### src/rtl/imem_loader.sv
// imem_loader: byte-addressed instruction memory with serial program loader (IMEM_ADDR_CHECK_EN enables fetch address checking)
module imem_loader #(
  parameter int NBITS = 8,
  parameter int INST_BITS = 32,
  parameter int CELLS = 256,
  parameter int ADDR_BITS = 32,
  parameter bit BIG_ENDIAN = 1'b1,
  parameter logic [INST_BITS-1:0] HALT_INST = {INST_BITS{1'b1}}
) (
  input  logic                                        i_clk,
  input  logic                                        i_rst,
  input  logic                                        i_step,
  input  logic [ADDR_BITS-1:0]                        i_addr,
  output logic [INST_BITS-1:0]                        o_data,
  output logic                                        o_valid,
  output logic                                        o_misaligned,
  input  logic                                        i_dbg_start,
  input  logic [NBITS-1:0]                            i_dbg_byte,
  input  logic                                        i_dbg_valid,
  output logic                                        o_dbg_ready,
  output logic [$clog2(CELLS/(INST_BITS/NBITS)):0]    o_dbg_words,
  output logic                                        o_load_done
);
  localparam int BYTES = INST_BITS / NBITS;
  localparam int AW = $clog2(CELLS);
  localparam int PW = $clog2(CELLS + 1);
  localparam int WW = $clog2(CELLS / BYTES) + 1;
  typedef enum logic [1:0] {IDLE, LOAD, DONE} state_t;
  state_t state;
  logic [PW-1:0] ptr;
  logic [INST_BITS-1:0] asm_q, asm_n, word;
  logic [NBITS-1:0] mem [CELLS];
  logic [ADDR_BITS-1:0] base;
  logic bad, accept, fetch, wb;
  assign accept = state == LOAD && i_dbg_valid && o_dbg_ready;
  assign fetch = state == IDLE && i_step;
  assign asm_n = INST_BITS'({asm_q, i_dbg_byte});
  assign wb = ptr % PW'(BYTES) == PW'(BYTES - 1);
`ifdef IMEM_ADDR_CHECK_EN
  assign bad = i_addr % ADDR_BITS'(BYTES) != '0 || i_addr > ADDR_BITS'(CELLS - BYTES);
  assign base = bad ? '0 : i_addr;
`else
  logic [ADDR_BITS-1:0] wrapped;
  assign wrapped = i_addr % ADDR_BITS'(CELLS);
  assign bad = 1'b0;
  assign base = wrapped - wrapped % ADDR_BITS'(BYTES);
`endif
  always_comb begin
    word = '0;
    for (int k = 0; k < BYTES; k++)
      word[(BIG_ENDIAN ? BYTES - 1 - k : k) * NBITS +: NBITS] = mem[AW'(base) + AW'(k)];
  end
  always_ff @(posedge i_clk)
    if (!i_rst && accept) mem[AW'(ptr)] <= i_dbg_byte;
  always_ff @(posedge i_clk) begin
    if (i_rst) begin
      state <= IDLE;
      ptr <= '0;
      asm_q <= '0;
      o_data <= '0;
      o_valid <= 1'b0;
      o_misaligned <= 1'b0;
      o_dbg_ready <= 1'b0;
      o_dbg_words <= '0;
      o_load_done <= 1'b0;
    end else begin
      o_valid <= fetch;
      if (fetch) begin
        o_data <= bad ? '0 : word;
        o_misaligned <= bad;
      end
      case (state)
        IDLE:
          if (i_dbg_start) begin
            state <= LOAD;
            ptr <= '0;
            o_dbg_words <= '0;
            o_dbg_ready <= 1'b1;
          end
        LOAD:
          if (i_dbg_start) begin
            ptr <= '0;
            o_dbg_words <= '0;
          end else if (accept) begin
            ptr <= ptr + PW'(1);
            asm_q <= asm_n;
            if (wb) o_dbg_words <= o_dbg_words + WW'(1);
            if ((wb && asm_n == HALT_INST) || ptr == PW'(CELLS - 1)) begin
              state <= DONE;
              o_dbg_ready <= 1'b0;
              o_load_done <= 1'b1;
            end
          end
        default: begin
          state <= IDLE;
          o_load_done <= 1'b0;
        end
      endcase
    end
  end
endmodule

### config.mk
export PLATFORM = sky130hd
export DESIGN_NAME = imem_loader
export DESIGN_NICKNAME = d
export VERILOG_FILES = /design/src/rtl/imem_loader.sv
export SDC_FILE = /design/constraint.sdc
export NUM_CORES = 2
export LEC_CHECK = 0
export ABC_CLOCK_PERIOD_IN_PS = 3710
export BUFFER_PORTS_ARGS = -buffer_cell sky130_fd_sc_hd__buf_2
export CORE_MARGIN = 5
export CORE_UTILIZATION = 35
export DETAILED_ROUTE_END_ITERATION = 10
export PLACE_DENSITY = 0.45
export SYNTH_ARGS = -nofsm -noshare
export SYNTH_HDL_FRONTEND = slang
export SYNTH_SLANG_ARGS = --single-unit
### constraint.sdc
create_clock -name i_clk -period 3.71 [get_ports i_clk]
set_input_delay 0.742 -clock i_clk [delete_from_list [all_inputs] [get_ports i_clk]]
set_output_delay 0.742 -clock i_clk [all_outputs]
set_load 0.005 [all_outputs]
; Word level (Yosys, flattened, before mapping)
; Memory sizes are Yosys's and may differ from the RTL's. A register that Yosys moved wholly into a read port is not among the register bits.
; Index checks and enable logic that the tools add are counted.
[totals]
output_inout_bits = 43
ramBits = 2048
word_cells = 66
in_bits = 45
memories = 1
latch_bits = 0
mem_bits_ro = 0
register_bits = 45
[op_classes]
order_cmp = 0
shifts = 0
reduce_logical = 15
bitwise_logic = 2
div_mod_pow = 0
n_addsub = 6
n_eq_ne = 10
n_mul = 0
muxes = 25
[mem_list]
columns = name, depth, width, rd, rd_ports_with_merged_regs, wr, line_no
row1 = mem, 256, 8, 4, 4, 1, 32  ; logic [NBITS-1:0] mem [CELLS];
[ops]
columns = operator, count
row1 = "equality test 32 bit, second input constant", 1
row2 = 2-to-1 mux 7 bit, 4
row3 = 2-to-1 mux 9 bit, 3
row4 = case mux 9 bit (2 select lines), 1
row5 = "adder 8 x 2 -> 8 bit, second input constant", 2
row6 = case mux 7 bit (2 select lines), 1
row7 = AND reduction 4 bit, 3
row8 = "adder 9 x 1 -> 9 bit, second input constant", 1
row9 = "equality test 9 x 8 -> 1 bit, second input constant", 1
row10 = 2-to-1 mux 1 bit, 9
row11 = "adder 8 x 1 -> 8 bit, second input constant", 1
row12 = 2-to-1 mux 2 bit, 4
row13 = subtractor 8 x 2 -> 8 bit, 1
row14 = "adder 7 x 1 -> 7 bit, second input constant", 1
row15 = "inequality test 2 bit, second input constant", 3
row16 = "inequality test 3 bit, second input constant", 2
row17 = AND reduction 3 bit, 2
row18 = logical AND 1 bit, 5
row19 = AND reduction 5 bit, 1
row20 = case mux 1 bit (2 select lines), 2
row21 = case mux 2 bit (2 select lines), 1
row22 = "equality test 2 x 1 -> 1 bit, second input constant", 1
row23 = "equality test 2 bit, second input constant", 1
row24 = zero test 2 bit, 1
row25 = other kinds (5), 6

; Logic depth before layout (Yosys ltp)
[depth]
ltp_word = 7
ltp_mapped = 11
mapped_depth_nobuf = 7

; Worst setup path before layout
; No wires, ideal clock.
[synth_timing]
path_type = input-to-reg
startpoint = input i_addr[2]
endpoint = register o_data[22] (read register of mem)
required_ps = 3584
path_buffers = 3
arrival_time_ps = 2527
path_stages = 7
setup_ps = 126
slack_ps = 1057
path_cell_list = buf_6 > buf_6 > buf_2 > mux4_2 > mux4_2 > a22oi_1 > nand3_1
[synth_via]
elab_chain_len = 2
[synth_lines]
columns = item, line_no
row1 = start: declaration, 13  ; input logic [ADDR_BITS-1:0] i_addr,
row2 = subtractor 8 x 2 -> 8 bit, 46  ; assign base = wrapped - wrapped % ADDR_BITS'(BYTES);
row3 = adder 8 x 1 -> 8 bit, 51  ; word[(BIG_ENDIAN ? BYTES - 1 - k : k) * NBITS +: NBITS] = mem[AW'(base) + AW'(k)];
row4 = end: declaration, 14  ; output logic [INST_BITS-1:0] o_data,
; No other way between the ends.
; A chain may end at the register's enable or synchronous reset.

; Worst setup path in the final report
[layout_timing]
startpoint = register ptr[5]
endpoint = memory mem[181][4] (enable)
[layout_rtl]
columns = item, line_no
row1 = start: declaration, 30  ; logic [PW-1:0] ptr;
row2 = start signal: assignment, 85  ; ptr <= ptr + PW'(1);
row3 = end: declaration, 32
; No word-level cell before the write port.

==> results.toml <==
[status]
status = "finished clean"

[floorplan]
pin_count = 88
num_rows = 178
die_w_um = 495
dieArea_um2 = 245000
die_y_um = 495
coreArea_um2 = 235000
start_util_pct = 35.1

[logic_synthesis]
synth.area.top_cells = "edfxtp_1 (75%), mux4_2 (11%), mux2i_1 (2.9%)"
yosys_warnings = 0
synth_top_area_share_pct = 74.7
ys_seq_area_share_pct = 76.6
ys_types = 63
async_flop_share_pct = 0
synthMuxAreaShare_pct = 15.0
syn_inst = 4131
synth-compound-area-share_pct = 3.42
syn_area_um2 = 82300
synth_edf_count = 2048
syn-num-nets = 4182
yosys.area.top_type = "edfxtp_1"
synth_xor_area_share_pct = 0.0957
synth_ff_type = "edfxtp_1"
syn_area_per_cell_um2 = 19.9
synth_fa_ha_area_share_pct = 0.0912
synth_top_family_by_area = "multiplexers"
yosys.area_share.simple_pct = 3.19
synth-seq-cells = 2125

[timing]
timing.fmax_mhz = 349
tns_ns = 0
rsz0062_at_grt = "no"
min_period_ns = 2.87
min_period_over_period_pct = 77.3
hold_viol_final = 0
relSlewSlack_pct = 27.7
finClkSkew_ns = 0.0290
tightest_slew_ns = 1.08
drv_slew = 0
setup_viol = 0

[power]
total_leakage_power_nw = 31.2
cellPowerDensity_nw_per_um2 = 519
ir_drop_v = 0.000401
total_power_mw = 50.1

[worst_hold_path]
whs_path_depth = 2
worstHoldStart = "i_rst"
min_to = "o_dbg_words[0]$_SDFFE_PP0P_"
hold_path.class = "primary input to register"

[setup_path]
r2r-end = "mem[181][4]$_DFFE_PP_"
startpoint_type = "register"
endpoint_kind = "register"
reg2reg_from = "ptr[5]$_SDFFE_PP0P_"
r2r.worst_path.cells = 5
required_ns = 4.28
crit_fanout = 10
criticalPathCategory = "register to register"
cp.arrival_ns = 3.43
reg2reg_slack_ns = 0.84

[route]
drt_wl_total_um = 245000
drc_errors = 0
routedWlPerCell_um = 30.7
vias = 42400
vias_per_cell = 5.31
drt_first_pass_iters = 7
drt_iter0_markers = 3992
antenna_left = 0

[layout]
mostFrequentLayoutCells = "edfxtp_1 (2048), buf_4 (441), mux4_2 (413)"
nets = 4701
final_common_cell = "edfxtp_1"
seq_area_um2 = 63000
drive_above_1_share_pct = 27.0
area_delta_synth_final_pct = 17.3
post-route-util_pct = 41.1
multi_input_area_um2 = 18000
nFillCells = 20900

[grt]
grt_usage_pct = 19.8
grt_antenna_before_repair = 4
overflow = 0
grt_pass1_wl_um = 343000
grt_pass1_vias = 43100
grt_max_degree = 153

[flow_run]
drv_cap = 0

[clocking]
post-cts-setup-buffers = 0
cts_hold_buf = 0
cts_tree = "yes"
post_cts_resized = 0
clockBufferDepth = 3
numCtsBuffers = 219
htree_levels = 4
clk_latency_ns = 0.86
cts.clk_slew.worst_paths_ns = 0.06
cts.sinks = 2125
cts_root_buffer = "clkbuf_16"

[place]
port_buffers = 60
dp_hpwl_um = 156000
globalplace.congestion = 0.779
[how the worst max path moves through the flow]
stage                   startpoint                       to  slack [ns]  cells after the start
2_1_floorplan            i_addr[2]  o_data[22]$_SDFFE_PP0P_        1.06                      7
3_3_place_gp             i_addr[2]  o_data[22]$_SDFFE_PP0P_        0.45                      6
3_5_place_dp             i_addr[4]  o_data[26]$_SDFFE_PP0P_        0.45                      8
4_1_cts        ptr[5]$_SDFFE_PP0P_    mem[181][4]$_DFFE_PP_        0.94                      5
5_1_grt        ptr[5]$_SDFFE_PP0P_    mem[181][1]$_DFFE_PP_        0.84                      5
6_report       ptr[5]$_SDFFE_PP0P_    mem[181][4]$_DFFE_PP_        0.84                      5
[cell type report]
class                   instances  share of cell area (%)
clock buffers                 286                    6.09
inverters                       9                  0.0402
multi-input cells            1745                    18.6
diodes                          5                  0.0130
well taps                    3150                    4.08
repair buffers                550                    4.88
clock inverters               114                   0.983
flip-flops and latches       2125                    65.3
[stage by stage]
stage	worst slack (ns)	std cells	hold slack, ns	instance area [um2]
final	0.841	7984	0.165	96600
after global routing	0.842	7981	0.139	96600
after CTS	0.943	7979	0.0913	96600
after detailed placement	0.452	7579	0.450	89700
after global placement	0.448	7579	0.446	89700
after floorplan	1.06	4131	0.436	82300
[power breakdown]
part	leakage [nW]	internal [mW]	total [mW]	switching [mW]
combinational	8.83	0.877	2.50	1.62
clock	3.32	12.1	21.2	9.14
sequential	19.0	26.3	26.4	0.0616
total	31.2	39.3	50.1	10.8
[cells by family after synthesis]
group,after synthesis
AO/OA/AOI/OAI,409
buffers and inverters,261
XOR/XNOR,9
multiplexers,696
other,1
flip-flops,2125
adder cells (fa/ha/maj),6
AND/OR/NAND/NOR,624
[synthesized netlist by cell type (all sizes together) (22+ instances only)]
master	n
o21ai	43
edfxtp	2048
mux4	421
mux2	39
nor2	303
a21oi	65
mux2i	236
dfxtp	77
and2	25
a221oi	24
nand2	210
clkbuf	131
nand4	22
a22oi	24
o22ai	93
o221ai	46
a31oi	38
buf	121
[registers in the layout, indices dropped and copies added (netlist names)]
register	count
state	2
ptr	9
o_load_done	1
o_dbg_ready	1
asm_q	24
o_data	32
o_valid	1
mem	2048
o_dbg_words	7
[worst max-delay path: stages (launching register included)]
cell,delay [ns]
dfxtp_1,0.53
nor2b_1,0.33
nand3_1,0.63
buf_4,0.47
nor2_1,0.38
buf_4,0.24
[routing by layer]
layer / GRT usage [%] / vias up / share of wire [%]
met3: 2.67 / 226 / 4.2
met4: 3.95 / 0 / 1.6
met1: 28.5 / 23100 / 45
met2: 32.5 / 1014 / 49
li1: - / 18000 / -
met5: 0 / - / 0
Note: power is estimated with default switching activity, not from simulation.
